**src/rtl/clock_display_driver_pkg.sv**
```systemverilog
// Shared types and constants for the clock display driver.
// Holds FSM/field enums, snapshot/BCD bundles, segment table and helpers.
package clock_disp_pkg;

   localparam int NUM_FIELDS = 6;
   localparam int DD_ITER    = 14;

   typedef enum logic [2:0] {
      S_IDLE,
      S_LOAD,
      S_SHIFT,
      S_STORE,
      S_COMMIT
   } state_e;

   typedef enum logic [2:0] {
      F_SEC,
      F_MIN,
      F_HOUR,
      F_DAY,
      F_MON,
      F_YEAR
   } field_e;

   typedef struct packed {
      logic [13:0] year;
      logic [3:0]  mon;
      logic [4:0]  day;
      logic [4:0]  hour;
      logic [5:0]  min;
      logic [5:0]  sec;
   } snap_t;

   typedef struct packed {
      logic [15:0] year;
      logic [7:0]  mon;
      logic [7:0]  day;
      logic [7:0]  hour;
      logic [7:0]  min;
      logic [7:0]  sec;
   } bcd_t;

   localparam logic [6:0] SEG_BLANK = 7'h7F;
   localparam logic [6:0] SEG_DASH  = 7'h3F;

   // Active-low, bit0 = a .. bit6 = g; entry n is digit n.
   localparam logic [9:0][6:0] SEG_DIGIT = {
      7'h10, 7'h00, 7'h78, 7'h02, 7'h12,
      7'h19, 7'h30, 7'h24, 7'h79, 7'h40
   };

   function automatic logic [6:0] seg_of(input logic [3:0] d);
      if (d > 4'd9) return SEG_BLANK;
      return SEG_DIGIT[d];
   endfunction

   // One double-dabble iteration on {bcd, bin}: adjust, then shift left.
   function automatic logic [29:0] dd_step(
      input logic [15:0] bcd,
      input logic [13:0] bin
   );
      logic [15:0] adj;
      adj = bcd;
      for (int i = 0; i < 4; i++) begin
         if (bcd[4*i +: 4] >= 4'd5)
            adj[4*i +: 4] = bcd[4*i +: 4] + 4'd3;
      end
      return {adj, bin} << 1;
   endfunction

endpackage

```
**src/rtl/clock_display_driver_bin2bcd.sv**
```systemverilog
// Serial 14-bit binary to 4-digit BCD converter (fixed 14 iterations).
// Ports: clk, rst_n, start/bin in; bcd, valid (result held), last (final iteration).
module bin2bcd_serial
   import clock_disp_pkg::*;
(
   input  logic        clk,
   input  logic        rst_n,
   input  logic        start,
   input  logic [13:0] bin,
   output logic [15:0] bcd,
   output logic        valid,
   output logic        last
);

   logic [13:0] bin_q, bin_d;
   logic [15:0] bcd_q, bcd_d;
   logic [3:0]  cnt_q, cnt_d;
   logic        run_q, run_d;
   logic        valid_q, valid_d;
   logic [29:0] step;

   assign step = dd_step(bcd_q, bin_q);

   always_comb begin
      bin_d   = bin_q;
      bcd_d   = bcd_q;
      cnt_d   = cnt_q;
      run_d   = run_q;
      valid_d = valid_q;
      if (start) begin
         bin_d   = bin;
         bcd_d   = '0;
         cnt_d   = '0;
         run_d   = 1'b1;
         valid_d = 1'b0;
      end else if (run_q) begin
         bcd_d = step[29:14];
         bin_d = step[13:0];
         cnt_d = cnt_q + 4'd1;
         if (cnt_q == 4'(DD_ITER - 1)) begin
            run_d   = 1'b0;
            valid_d = 1'b1;
         end
      end
   end

   always_ff @(posedge clk) begin
      if (!rst_n) begin
         bin_q   <= '0;
         bcd_q   <= '0;
         cnt_q   <= '0;
         run_q   <= 1'b0;
         valid_q <= 1'b0;
      end else begin
         bin_q   <= bin_d;
         bcd_q   <= bcd_d;
         cnt_q   <= cnt_d;
         run_q   <= run_d;
         valid_q <= valid_d;
      end
   end

   assign bcd   = bcd_q;
   assign valid = valid_q;
   // Lets the controller leave SHIFT on the same edge as the final iteration.
   assign last  = run_q && (cnt_q == 4'(DD_ITER - 1));

endmodule

```
**src/rtl/clock_display_driver.sv**
```systemverilog
// Captures a time/date snapshot, converts each field to BCD serially and
// drives eight active-low 7-segment digits (time or date view via mode).
module clock_display_driver
   import clock_disp_pkg::*;
(
   input  logic        clk,
   input  logic        rst_n,
   input  logic        sample,
   input  logic        mode,
   input  logic [5:0]  sec_bin,
   input  logic [5:0]  min_bin,
   input  logic [4:0]  hour_bin,
   input  logic [4:0]  day_bin,
   input  logic [3:0]  month_bin,
   input  logic [13:0] year_bin,
   output logic        busy,
   output logic        done,
   output logic [6:0]  seg7,
   output logic [6:0]  seg6,
   output logic [6:0]  seg5,
   output logic [6:0]  seg4,
   output logic [6:0]  seg3,
   output logic [6:0]  seg2,
   output logic [6:0]  seg1,
   output logic [6:0]  seg0
);

   state_e state_q, state_d;
   field_e fld_q, fld_d;
   snap_t  snap_q, snap_d;
   bcd_t   wrk_q, wrk_d;
   bcd_t   com_q, com_d;
   logic   ovf_q, ovf_d;
   logic   shown_q, shown_d;
   logic   busy_q, busy_d;
   logic   commit_q, commit_d;
   logic   done_q, done_d;
   logic [7:0][6:0] seg_q, seg_d;

   logic        accept;
   logic        conv_start;
   logic [13:0] conv_bin;
   logic [15:0] conv_bcd;
   logic        conv_valid;
   logic        conv_last;

   bin2bcd_serial u_conv (
      .clk   (clk),
      .rst_n (rst_n),
      .start (conv_start),
      .bin   (conv_bin),
      .bcd   (conv_bcd),
      .valid (conv_valid),
      .last  (conv_last)
   );

   assign conv_start = (state_q == S_LOAD);

   always_comb begin
      conv_bin = '0;
      unique case (fld_q)
         F_SEC:   conv_bin = {8'd0, snap_q.sec};
         F_MIN:   conv_bin = {8'd0, snap_q.min};
         F_HOUR:  conv_bin = {9'd0, snap_q.hour};
         F_DAY:   conv_bin = {9'd0, snap_q.day};
         F_MON:   conv_bin = {10'd0, snap_q.mon};
         F_YEAR:  conv_bin = snap_q.year;
         default: conv_bin = '0;
      endcase
   end

   // COMMIT accepts a new sample too, so back-to-back frames lose no cycle.
   assign accept = sample &&
                   (state_q == S_IDLE || state_q == S_COMMIT);

   always_comb begin
      state_d  = state_q;
      fld_d    = fld_q;
      snap_d   = snap_q;
      wrk_d    = wrk_q;
      com_d    = com_q;
      ovf_d    = ovf_q;
      shown_d  = shown_q;
      busy_d   = busy_q;
      commit_d = 1'b0;
      unique case (state_q)
         S_IDLE:  state_d = S_IDLE;
         S_LOAD:  state_d = S_SHIFT;
         S_SHIFT: if (conv_last) state_d = S_STORE;
         S_STORE: begin
            unique case (fld_q)
               F_SEC:   wrk_d.sec  = conv_bcd[7:0];
               F_MIN:   wrk_d.min  = conv_bcd[7:0];
               F_HOUR:  wrk_d.hour = conv_bcd[7:0];
               F_DAY:   wrk_d.day  = conv_bcd[7:0];
               F_MON:   wrk_d.mon  = conv_bcd[7:0];
               F_YEAR:  wrk_d.year = conv_bcd;
               default: wrk_d = wrk_q;
            endcase
            if (fld_q == F_YEAR || !conv_valid) begin
               state_d = S_COMMIT;
            end else begin
               fld_d   = field_e'(fld_q + 3'd1);
               state_d = S_LOAD;
            end
         end
         S_COMMIT: begin
            com_d    = wrk_q;
            ovf_d    = (snap_q.year > 14'd9999);
            shown_d  = 1'b1;
            commit_d = 1'b1;
            busy_d   = 1'b0;
            state_d  = S_IDLE;
         end
         default: state_d = S_IDLE;
      endcase
      if (accept) begin
         state_d = S_LOAD;
         fld_d   = F_SEC;
         busy_d  = 1'b1;
         snap_d  = '{year: year_bin, mon: month_bin,
                     day: day_bin, hour: hour_bin,
                     min: min_bin, sec: sec_bin};
      end
   end

   assign done_d = commit_q;

   always_comb begin
      seg_d = {8{SEG_BLANK}};
      if (shown_q) begin
         if (!mode) begin
            seg_d[7] = seg_of(com_q.hour[7:4]);
            seg_d[6] = seg_of(com_q.hour[3:0]);
            seg_d[5] = seg_of(com_q.min[7:4]);
            seg_d[4] = seg_of(com_q.min[3:0]);
            seg_d[3] = seg_of(com_q.sec[7:4]);
            seg_d[2] = seg_of(com_q.sec[3:0]);
         end else begin
            seg_d[7] = seg_of(com_q.day[7:4]);
            seg_d[6] = seg_of(com_q.day[3:0]);
            seg_d[5] = seg_of(com_q.mon[7:4]);
            seg_d[4] = seg_of(com_q.mon[3:0]);
            if (ovf_q) begin
               seg_d[3:0] = {4{SEG_DASH}};
            end else begin
               seg_d[3] = seg_of(com_q.year[15:12]);
               seg_d[2] = seg_of(com_q.year[11:8]);
               seg_d[1] = seg_of(com_q.year[7:4]);
               seg_d[0] = seg_of(com_q.year[3:0]);
            end
         end
      end
   end

   always_ff @(posedge clk) begin
      if (!rst_n) begin
         state_q  <= S_IDLE;
         fld_q    <= F_SEC;
         snap_q   <= '0;
         wrk_q    <= '0;
         com_q    <= '0;
         ovf_q    <= 1'b0;
         shown_q  <= 1'b0;
         busy_q   <= 1'b0;
         commit_q <= 1'b0;
         done_q   <= 1'b0;
         seg_q    <= {8{SEG_BLANK}};
      end else begin
         state_q  <= state_d;
         fld_q    <= fld_d;
         snap_q   <= snap_d;
         wrk_q    <= wrk_d;
         com_q    <= com_d;
         ovf_q    <= ovf_d;
         shown_q  <= shown_d;
         busy_q   <= busy_d;
         commit_q <= commit_d;
         done_q   <= done_d;
         seg_q    <= seg_d;
      end
   end

   assign busy = busy_q;
   assign done = done_q;
   assign seg7 = seg_q[7];
   assign seg6 = seg_q[6];
   assign seg5 = seg_q[5];
   assign seg4 = seg_q[4];
   assign seg3 = seg_q[3];
   assign seg2 = seg_q[2];
   assign seg1 = seg_q[1];
   assign seg0 = seg_q[0];

endmodule
```
**config.mk**
```make
export PLATFORM = sky130hd
export DESIGN_NAME = clock_display_driver
export DESIGN_NICKNAME = d
export VERILOG_FILES = /design/src/rtl/clock_display_driver_pkg.sv /design/src/rtl/clock_display_driver_bin2bcd.sv /design/src/rtl/clock_display_driver.sv
export SDC_FILE = /design/constraint.sdc
export NUM_CORES = 1
export LEC_CHECK = 0
export ABC_AREA = 1
export CAP_MARGIN = 10
export CELL_PAD_IN_SITES_DETAIL_PLACEMENT = 0
export CELL_PAD_IN_SITES_GLOBAL_PLACEMENT = 1
export CORE_MARGIN = 2
export CORE_UTILIZATION = 41
export CTS_BUF_LIST = sky130_fd_sc_hd__clkbuf_4
export DETAILED_ROUTE_END_ITERATION = 8
export GPL_ROUTABILITY_DRIVEN = 0
export GPL_TIMING_DRIVEN = 1
export PLACE_DENSITY = 0.89
export SETUP_SLACK_MARGIN = 0.02
export SLEW_MARGIN = 0
export SYNTH_ARGS = -nofsm -noshare
export SYNTH_HDL_FRONTEND = slang
export SYNTH_SLANG_ARGS = --single-unit
```
**constraint.sdc**
```tcl
create_clock -name clk -period 1.65 [get_ports clk]
set_input_delay 0.495 -clock clk [delete_from_list [all_inputs] [get_ports clk]]
set_output_delay 0.495 -clock clk [all_outputs]
set_load 0.01 [all_outputs]
```
==> results of run 1 <==
[routing by layer]
| metal | routed length [um] | global-route usage, % |
|---|---|---|
| met5 | 0 | 0 |
| met2 | 17500 | 30.8 |
| met1 | 15900 | 22.6 |
| met3 | 1650 | 3.81 |
| met4 | 787 | 7.30 |
[repair_timing]
action                                  CTS  global route
resized for setup                       339           272
pin swaps                                 8            48
endpoints found under the setup margin  198           247
gates cloned                              1             4
buffers inserted                          8            19
[kinds of logic after synthesis]
| logic type | share of synthesized area [%] |
|---|---|
| simple gates | 25.4 |
| flops | 47.8 |
| fa+ha+maj | 7.20 |
| buf+inv | 9.15 |
| compound gates | 10.5 |
[power breakdown]
group          total [mW]  internal [mW]  leakage [nW]  switching (mW)
Clock                7.44           4.00         0.696            3.44
Combinational        1.22          0.512          5.20           0.706
Sequential           8.83           8.72          2.85           0.117
[cell type report]
type	instances	area, um^2
timing repair buffer	263	2480
antenna	1	2.50
clock inverter	14	81.3
clock buffer	141	1060
multi-input combinational	1232	7380
sequential	353	7110
fill	3226	15900
inverter	265	1020
tap	461	577
[worst register-to-register path: stages, from the launching register on]
cell	delay, ns
dfxtp_2	0.33
nor2_4	0.17
nand2_8	0.14
buf_6	0.17
buf_8	0.13
o21ai_4	0.16
nor2_4	0.07
buf_6	0.14
ha_4	0.14
nand3b_1	0.15
nand2_1	0.07
[cells in the final DEF (no fill, tap or decap), drive strengths merged]
master	instances
a211oi	1
bufinv	1
nand2	379
inv	264
buf	217
o211ai	2
a21oi	95
nor2	219
clkdlybuf4s50	42
ha	85
dfxtp	353
nand4	1
clkbuf	145
nand3	175
o21ai	209
clkinv	14
nand3b	17
or2	4
nor3	45
diode	1
[per-stage QoR]
step	cell area [um^2]	hold slack (ns)	setup WS (ns)
2_1_floorplan	14800	0.388	0.0375
3_3_place_gp	17100	0.392	-0.477
3_5_place_dp	17100	0.395	-0.508
4_1_cts	18400	0.106	-0.116
5_1_grt	19700	0.147	-0.200
6_report	19700	0.144	-0.127
[how the worst min path moves through the flow]
stage                   start              endpoint  slack, ns  cells after the start
global placement    flip-flop    seg1[1]$_SDFF_PP1_       0.39                      2
detailed placement  flip-flop    seg1[4]$_SDFF_PP1_       0.39                      2
global route            rst_n  shown_q$_SDFFE_PN0N_       0.15                      3
floorplan           flip-flop    seg0[0]$_SDFF_PP1_       0.39                      2
CTS                     rst_n  shown_q$_SDFFE_PN0N_       0.11                      3
finish                  rst_n  shown_q$_SDFFE_PN0N_       0.14                      3
==> metrics.yaml, run 1 <==
status:
  status: "finished, violations left"
  violations: "setup timing"
worst_setup_path:
  slowest_stage: "dfxtp_2"
  worstPathRequired_ns: 2.30
  path_class: "reg2reg"
  cp_slowest_stage_delay_ns: 0.33
  cp_cell_sequence: "nor2_4, nand2_8, buf_6, buf_8, o21ai_4, nor2_4, buf_6, ha_4, nand3b_1, nand2_1"
  r2r-start: "state_q[0]$_SDFFE_PN0P_"
  path_depth: 10
  path_max_fanout: 8
  arrival_ns: 2.43
  end_kind: "flip-flop"
  cp_num_buf_inv: 3
  rr_worst_depth: 10
  cp_top_family: "simple AND/OR/NAND/NOR gates"
  crit_start: "state_q[0]$_SDFFE_PN0P_"
  r2r_slack_ns: -0.13
  startpoint_type: "flip-flop"
detailed_routing:
  routed_via_density: 4.77
  vias: 13000
  drtIter0Drc: 626
  drcViolationCount: 0
  drt_wl_total_um: 35800
  wl_per_cell_um: 13.1
  dr.pass1.iters: 7
  drt.antenna.violating_nets: 0
die:
  pin_count: 102
  die_area_mm2: 0.0376
  fp.dieH_um: 194
  start_util_pct: 41.5
  core_mm2: 0.0356
  die_x_um: 194
  row_count: 69
logic_synthesis:
  synth-seq-area-share_pct: 47.8
  ys_types: 28
  synth_top_cell_by_area: "dfxtp_1"
  synth_top_area_share_pct: 47.8
  synth_edf_count: 0
  synth_area_leaders: "dfxtp_1 48%, nand2_1 9.6%, ha_1 7.2%"
  async_flop_share_pct: 0
  netlist_top_cells_count: "377 x nand2_1, 353 x dfxtp_1, 252 x inv_1, 194 x nor2_1, 182 x o21ai_0"
  synth-main-ff-cell: "dfxtp_1"
  syn_inst: 1922
  yosys_warnings: 0
  syn_nets: 2051
  syn_area_mm2: 0.0148
  syn_avg_cell_area_um2: 7.69
  synth_seq_cells: 353
  yosysMostFrequentCell: "nand2_1"
clock_network:
  clkTransAtPathRegs_ns: 0.06
  cts.sinks: 353
  insertion_delay_ns: 0.77
  max-clock-path-buffers: 3
  cts_tree: "built"
  cts_hold_buf: 0
  htree_levels: 3
  clockRootBuffer: "clkbuf_4"
  cts_buffers: 93
sta:
  finalCritPeriodShare_pct: 108
  hold_viol: 0
  clock_skew_ns: 0.0652
  maxSlewViolCount: 0
  setup_ws_ns: -0.127
  final-setup-viol-count: 99
  worst_slew_pin_slew_ns: 0.561
  fin_crit_ns: 1.78
  rsz0062_at_grt: "true"
  max_freq_ghz: 0.563
  finalSetupTns_ns: -3.66
  slew_headroom_pct: 62.2
grt:
  antenna_found_initial: 1
  grt-ovfl-total: 0
  groute.usage.overall_pct: 18.2
  grt_pass1_wl_um: 57500
  grt_pass1_vias: 12500
  grt_max_degree: 41
placed_design:
  dp.cells: 2543
  portBuffers: 101
  dp_hpwl_um: 23600
pwr:
  power_density_mw_per_mm2: 888
  finalPower_mw: 17.5
  p_leak_nw: 8.74
  ir_worst_vdd_mv: 0.579
final_layout:
  final_util_pct: 55.4
  drive_above_1_share_pct: 28.4
  area_growth_pct: 33.4
  layout.nets: 2337
  final_cells: 2730
min_path:
  hold_class: "in2reg"
flow_run:
  cap_violations: 0
Note: power is estimated with default switching activity, not from simulation.
==> run 2: changes to the inputs <==
Settings changed: CTS_BUF_LIST sky130_fd_sc_hd__clkbuf_4 to sky130_fd_sc_hd__clkbuf_4 sky130_fd_sc_hd__clkbuf_8, CTS_CLUSTER_DIAMETER set to 120.
==> metrics.yaml, run 2 (same netlist as run 1, synthesis figures left out) <==
status:
  status: "finished, violations left"  # unchanged
  violations: "setup timing"  # unchanged
final_layout:
  final-seq-area_mm2: 0.00708  # was 0.00711 mm^2
  multi_input_comb_area_mm2: 0.00740  # was 0.00738 mm^2
  most-common-layout-cells: "345 x dfxtp_1, 329 x nand2_1, 219 x inv_1, 168 x nor2_1, 148 x o21ai_0"  # was 337 x nand2_1, 316 x dfxtp_1, 220 x inv_1, 167 x nor2_1, 163 x o21ai_0
  fillCellCount: 3205  # was 3226
  final_cells: 2696  # was 2730
  final_util_pct: 55.7  # was 55.4%
  layout.nets: 2317  # was 2337
  diodes: 0  # was 1
  final_area_mm2: 0.0198  # was 0.0197 mm^2
  area_growth_pct: 34.1  # was 33.4%
  drive_above_1_share_pct: 26.8  # was 28.4%
  final_common_cell: "dfxtp_1"  # was nand2_1
detailed_routing:
  routed_via_density: 4.79  # was 4.77
  drt.antenna.violating_nets: 0  # unchanged
  drtIter0Drc: 610  # was 626
  wl_per_cell_um: 13.4  # was 13.1 um
  dr.pass1.iters: 5  # was 7
  drt_wl_total_um: 36200  # was 35800 um
  vias: 12900  # was 13000
  drcViolationCount: 0  # unchanged
worst_setup_path:
  worstPathRequired_ns: 2.18  # was 2.30 ns
  arrival_ns: 2.27  # was 2.43 ns
  path_max_fanout: 6  # was 8
  startpoint_type: "flip-flop"  # unchanged
  end_kind: "flip-flop"  # unchanged
  path_class: "reg2reg"  # unchanged
pwr:
  p_leak_nw: 8.68  # was 8.74 nW
  ir_worst_vdd_mv: 0.613  # was 0.579 mV
  finalPower_mw: 18.3  # was 17.5 mW
  power_density_mw_per_mm2: 925  # was 888 mW/mm^2
grt:
  groute.usage.overall_pct: 18.6  # was 18.2%
  grt_pass1_vias: 12500  # about the same
  grt_max_degree: 41  # unchanged
  grt_pass1_wl_um: 59100  # was 57500 um
  antenna_found_initial: 0  # was 1
  grt-ovfl-total: 0  # unchanged
placed_design:
  dp.cells: 2543  # unchanged
  place_ws_ns: -0.508  # unchanged
  dpl_cell_area_mm2: 0.0171  # unchanged
  portBuffers: 101  # unchanged
  dp_hpwl_um: 23600  # unchanged
sta:
  hold_viol: 0  # unchanged
  maxSlewViolCount: 0  # unchanged
  slew_headroom_pct: 62.3  # was 62.2%
  setup_ws_ns: -0.0863  # was -0.127 ns
  finalCritPeriodShare_pct: 105  # was 108%
  rsz0062_at_grt: "true"  # unchanged
  worst_slew_pin_slew_ns: 0.560  # was 0.561 ns
  fin_crit_ns: 1.74  # was 1.78 ns
  final-setup-viol-count: 41  # was 99
  clock_skew_ns: 0.0182  # was 0.0652 ns
  max_freq_ghz: 0.576  # was 0.563 GHz
clock_network:
  clkTransAtPathRegs_ns: 0.06  # about the same
  cts_hold_buf: 0  # unchanged
  clockRootBuffer: "clkbuf_8"  # was clkbuf_4
  htree_levels: 2  # was 3
  cts_buffers: 57  # was 93
  insertion_delay_ns: 0.62  # was 0.77 ns
  max-clock-path-buffers: 3  # unchanged
  cts_tree: "built"  # unchanged
  cts.sinks: 353  # unchanged
die:
  start_util_pct: 41.5  # unchanged
  pin_count: 102  # unchanged
  core_mm2: 0.0356  # unchanged
  die_area_mm2: 0.0376  # unchanged
  fp.dieH_um: 194  # unchanged
  row_count: 69  # unchanged
  die_x_um: 194  # unchanged
min_path:
  hold_class: "in2reg"  # unchanged
flow_run:
  cap_violations: 0  # unchanged
run 2: metal layers:
layer	GRT usage, %	vias up	share of wire, %
li1	-	6645	-
met2	32.3	263	48
met1	23.5	5926	45
met3	3.17	78	4.2
met4	6.17	0	2.6
met5	0	-	0
run 2: repair_timing:
| action | 4_1_cts | 5_1_grt |
|---|---|---|
| gates cloned | 5 | 2 |
| pin swaps | 40 | 46 |
| setup endpoints to repair | 189 | 175 |
| setup buffers | 22 | 20 |
| resized for setup | 396 | 188 |
run 2: stage by stage:
step           setup TNS, ns  hold WS (ns)
5_1_grt                -6.79         0.285
3_3_place_gp          -28.91         0.392
6_report               -1.12         0.269
3_5_place_dp          -32.75         0.395
2_1_floorplan              0         0.388
4_1_cts               -0.886         0.237
run 2: worst paths after layout:
check                          start                    to  slack, ns  cells after the start
min                            rst_n  shown_q$_SDFFE_PN0N_       0.27                      3
min reg2reg                flip-flop    seg1[3]$_SDFF_PP1_       0.41                      2
max reg2reg  state_q[0]$_SDFFE_PN0P_             flip-flop      -0.09                     11
max          state_q[0]$_SDFFE_PN0P_             flip-flop      -0.09                     11
run 2: area by class of cell:
cell class,count,area share [%]
Multi-Input combinational cell,1233,37.4
Tap cell,461,2.91
Clock buffer,94,6.15
Sequential cell,353,35.7
Clock inverter,12,0.373
Timing Repair Buffer,278,12.3
Inverter,265,5.15
run 2: critical path: stages (launching register included):
cell and delay [ns]:
dfxtp_2 0.33, nor2_4 0.18, nand2_8 0.13, clkinv_8 0.10, buf_8 0.13, buf_8 0.13
nor2_4 0.05, nor2_4 0.12, buf_6 0.14, ha_4 0.15, nand3_4 0.09, o21ai_1 0.10
run 2: report_power, final:
part	leakage [nW]	internal, mW	switching, mW	total, mW
Clock	0.683	4.67	3.49	8.16
Sequential	2.86	8.72	0.117	8.83
Combinational	5.14	0.573	0.759	1.33
Total	8.68	14.0	4.37	18.3
==> run 3: changes to the inputs <==
Settings changed: GPL_ROUTABILITY_DRIVEN 0 to not set, SLEW_MARGIN 0 to not set.
==> results of run 3 <==
No change in the layout: final DEF, timing and power equal those of run 2.
==> RTL edit, RTL diff (flow settings as in run 2) <==
Reset style: asynchronous (`rst_n`), changed in 2 clocked blocks.
--- a/src/rtl/clock_display_driver_bin2bcd.sv
+++ b/src/rtl/clock_display_driver_bin2bcd.sv
@@ -46,3 +46,3 @@
 
-   always_ff @(posedge clk) begin
+   always_ff @(posedge clk or negedge rst_n) begin
       if (!rst_n) begin
--- a/src/rtl/clock_display_driver.sv
+++ b/src/rtl/clock_display_driver.sv
@@ -155,3 +155,3 @@
 
-   always_ff @(posedge clk) begin
+   always_ff @(posedge clk or negedge rst_n) begin
       if (!rst_n) begin
Formal check against the unedited RTL: differs if rst_n is asserted again (counterexample within 4 cycles, from zero or initial values and one cycle with rst_n low); with rst_n held inactive, the same outputs for 10 cycles.
==> RTL edit against run 2 <==
  * The run still ends with setup timing left
  * Design area is 21% lower
  * Core utilization is 4.7 points lower
  * Via count is 20% lower
  * Routed wire length is 20% lower
  * Area after synthesis is 14% lower
  * Worst setup slack better by 26 ps
  * Sequential cell count is 98 lower
  * First-iteration DRC count is 18% higher
Power is not compared: it rests on default switching activity, and its combinational part moved more than twofold at a synthesized area within 25%.
==> RTL edit: results (changes against run 2) <==
metric,value,unit,change
layout-drive-gt1-share,0.1570,,-0.1110
hold_path.class,flip-flop to flip-flop,,
async_flop_share,1.000,,+1.000
synthCells,1567,,-18%
crit_slowest_cell,dfstp_2,,
yosysUniqueCellTypes,30,,+7.1%
setup_viol,51,,+24%
hpwl,21.17,mm,-10%
grtUsageTotal,0.1843,,-0.002185
fin_nets,1858,,-20%
drt-total-wl,29.08,mm,-20%
peakVddDrop,0.4360,mV,
critPathArrivalTime,1210,ps,-1060 ps
postSynthNetCount,1696,,-17%
vias,10360,,-20%
drtIter0Drc,717,,+18%
post_synth_most_frequent_cells,"nand2_1, dfrtp_1, nand3_1, inv_1, o21ai_0",,
n_fill_cell,2903,,-9.4%
skew,26.38,ps,+8.137 ps
place_inst,2079,,-18%
cp_top_family,flip-flops,,
dp_slack,-206.3,ps,+301.5 ps
clk_path_buf_depth,3,,unchanged
final_cell_count_no_fill,2154,,-20%
worst_pin_slew,438.2,ps,-121.4 ps
yosys-top-cells-area,"dfrtp_1, nand2_1, dfstp_2",,
violations,setup timing,,
ys_seq_area_frac,0.5060,,+0.02772
clk_latency,560,ps,-60 ps
timing.final.ws_setup,-59.80,ps,+26.48 ps
cpPeakStageDelay,550,ps,+220 ps
grt_start_max_net_pins,51,,+24%
dpl_cell_area,0.01466,mm2,-14%
critPathMaxFanout,1,,-5
status,"complete, but fails checks",,
==> RTL edit: cell types whose count changed after synthesis, sizes merged, moves of 85 or more <==
| cell | change |
|---|---|
| a21oi | -85 |
| dfrtp | +199 |
| dfxtp | -353 |
| inv | -101 |
| nand2 | +184 |
| nor2 | -152 |
==> RTL edit: layout make-up <==
class	instances	area [um2]	share of cell area
flip-flops and latches	255	6454	0.4136
clock inverters	5	27.53	0.001764
multi-input cells	1103	5479	0.3511
inverters	166	623.1	0.03993
clock buffers	69	824.5	0.05284
repair buffers	160	1700	0.1090
well taps	396	495.5	0.03175
==> RTL edit: worst paths after layout <==
path | end | startpoint | cells past startpoint | slack (ps)
setup / recovery | seg5[2] | seg5[2] | 1 | -60
hold / removal | done | commit_q | 0 | 350
setup reg to reg | u_conv.bin_q[2] | fld_q[1] | 11 | 150
hold reg to reg | done | commit_q | 0 | 350
max in group asynchronous | seg1[1] | rst_n | 3 | 580
min in group asynchronous | u_conv.bcd[15] | rst_n | 2 | 460
==> RTL edit: per-layer routing <==
metal,track usage,wire (um),share of wire
met1,0.2630,13970,0.48
met4,0.05258,684,0.024
met3,0.02991,1450,0.050
met5,0,0,0
met2,0.2907,12970,0.45
==> RTL edit: what timing repair did <==
| item | 4_1_cts | 5_1_grt |
|---|---|---|
| endpoints found under the hold margin | 30 | 0 |
| resized for setup | 288 | 8 |
| hold buffers | 1 | 0 |
| setup endpoints to repair | 58 | 82 |
| pin swaps | 0 | 1 |
| setup buffers | 0 | 0 |
==> RTL edit: kinds of logic after synthesis <==
logic type               after synthesis  share of synthesized area
AO/OA/AOI/OAI                        204                    0.08225
adder cells (fa/ha/maj)               85                    0.08342
buffers and inverters                209                    0.06576
flip-flops                           255                     0.5060
AND/OR/NAND/NOR                      814                     0.2625
==> RTL edit: stage by stage <==
stage                     total power [mW]  TNS (ps)    util  hold slack (ps)
final                                12.16    -832.1  0.5101            346.6
after global routing                 12.61     -3273  0.5101            371.1
after CTS                            12.32     -2488  0.5092            347.7
after detailed placement             6.677     -5667  0.4791            334.7
after global placement               6.672     -5655  0.4791            335.5
after floorplan                      6.383         0       -            199.4
==> RTL edit: power groups by stage <==
stage | combinational [mW] | clock [mW] | sequential (mW)
detailed placement | 0.308 | 0 | 6.37
finish | 0.297 | 5.60 | 6.26
CTS | 0.310 | 5.74 | 6.26
global route | 0.335 | 6.02 | 6.26
floorplan | 0.0123 | 0 | 6.37
global placement | 0.303 | 0 | 6.37
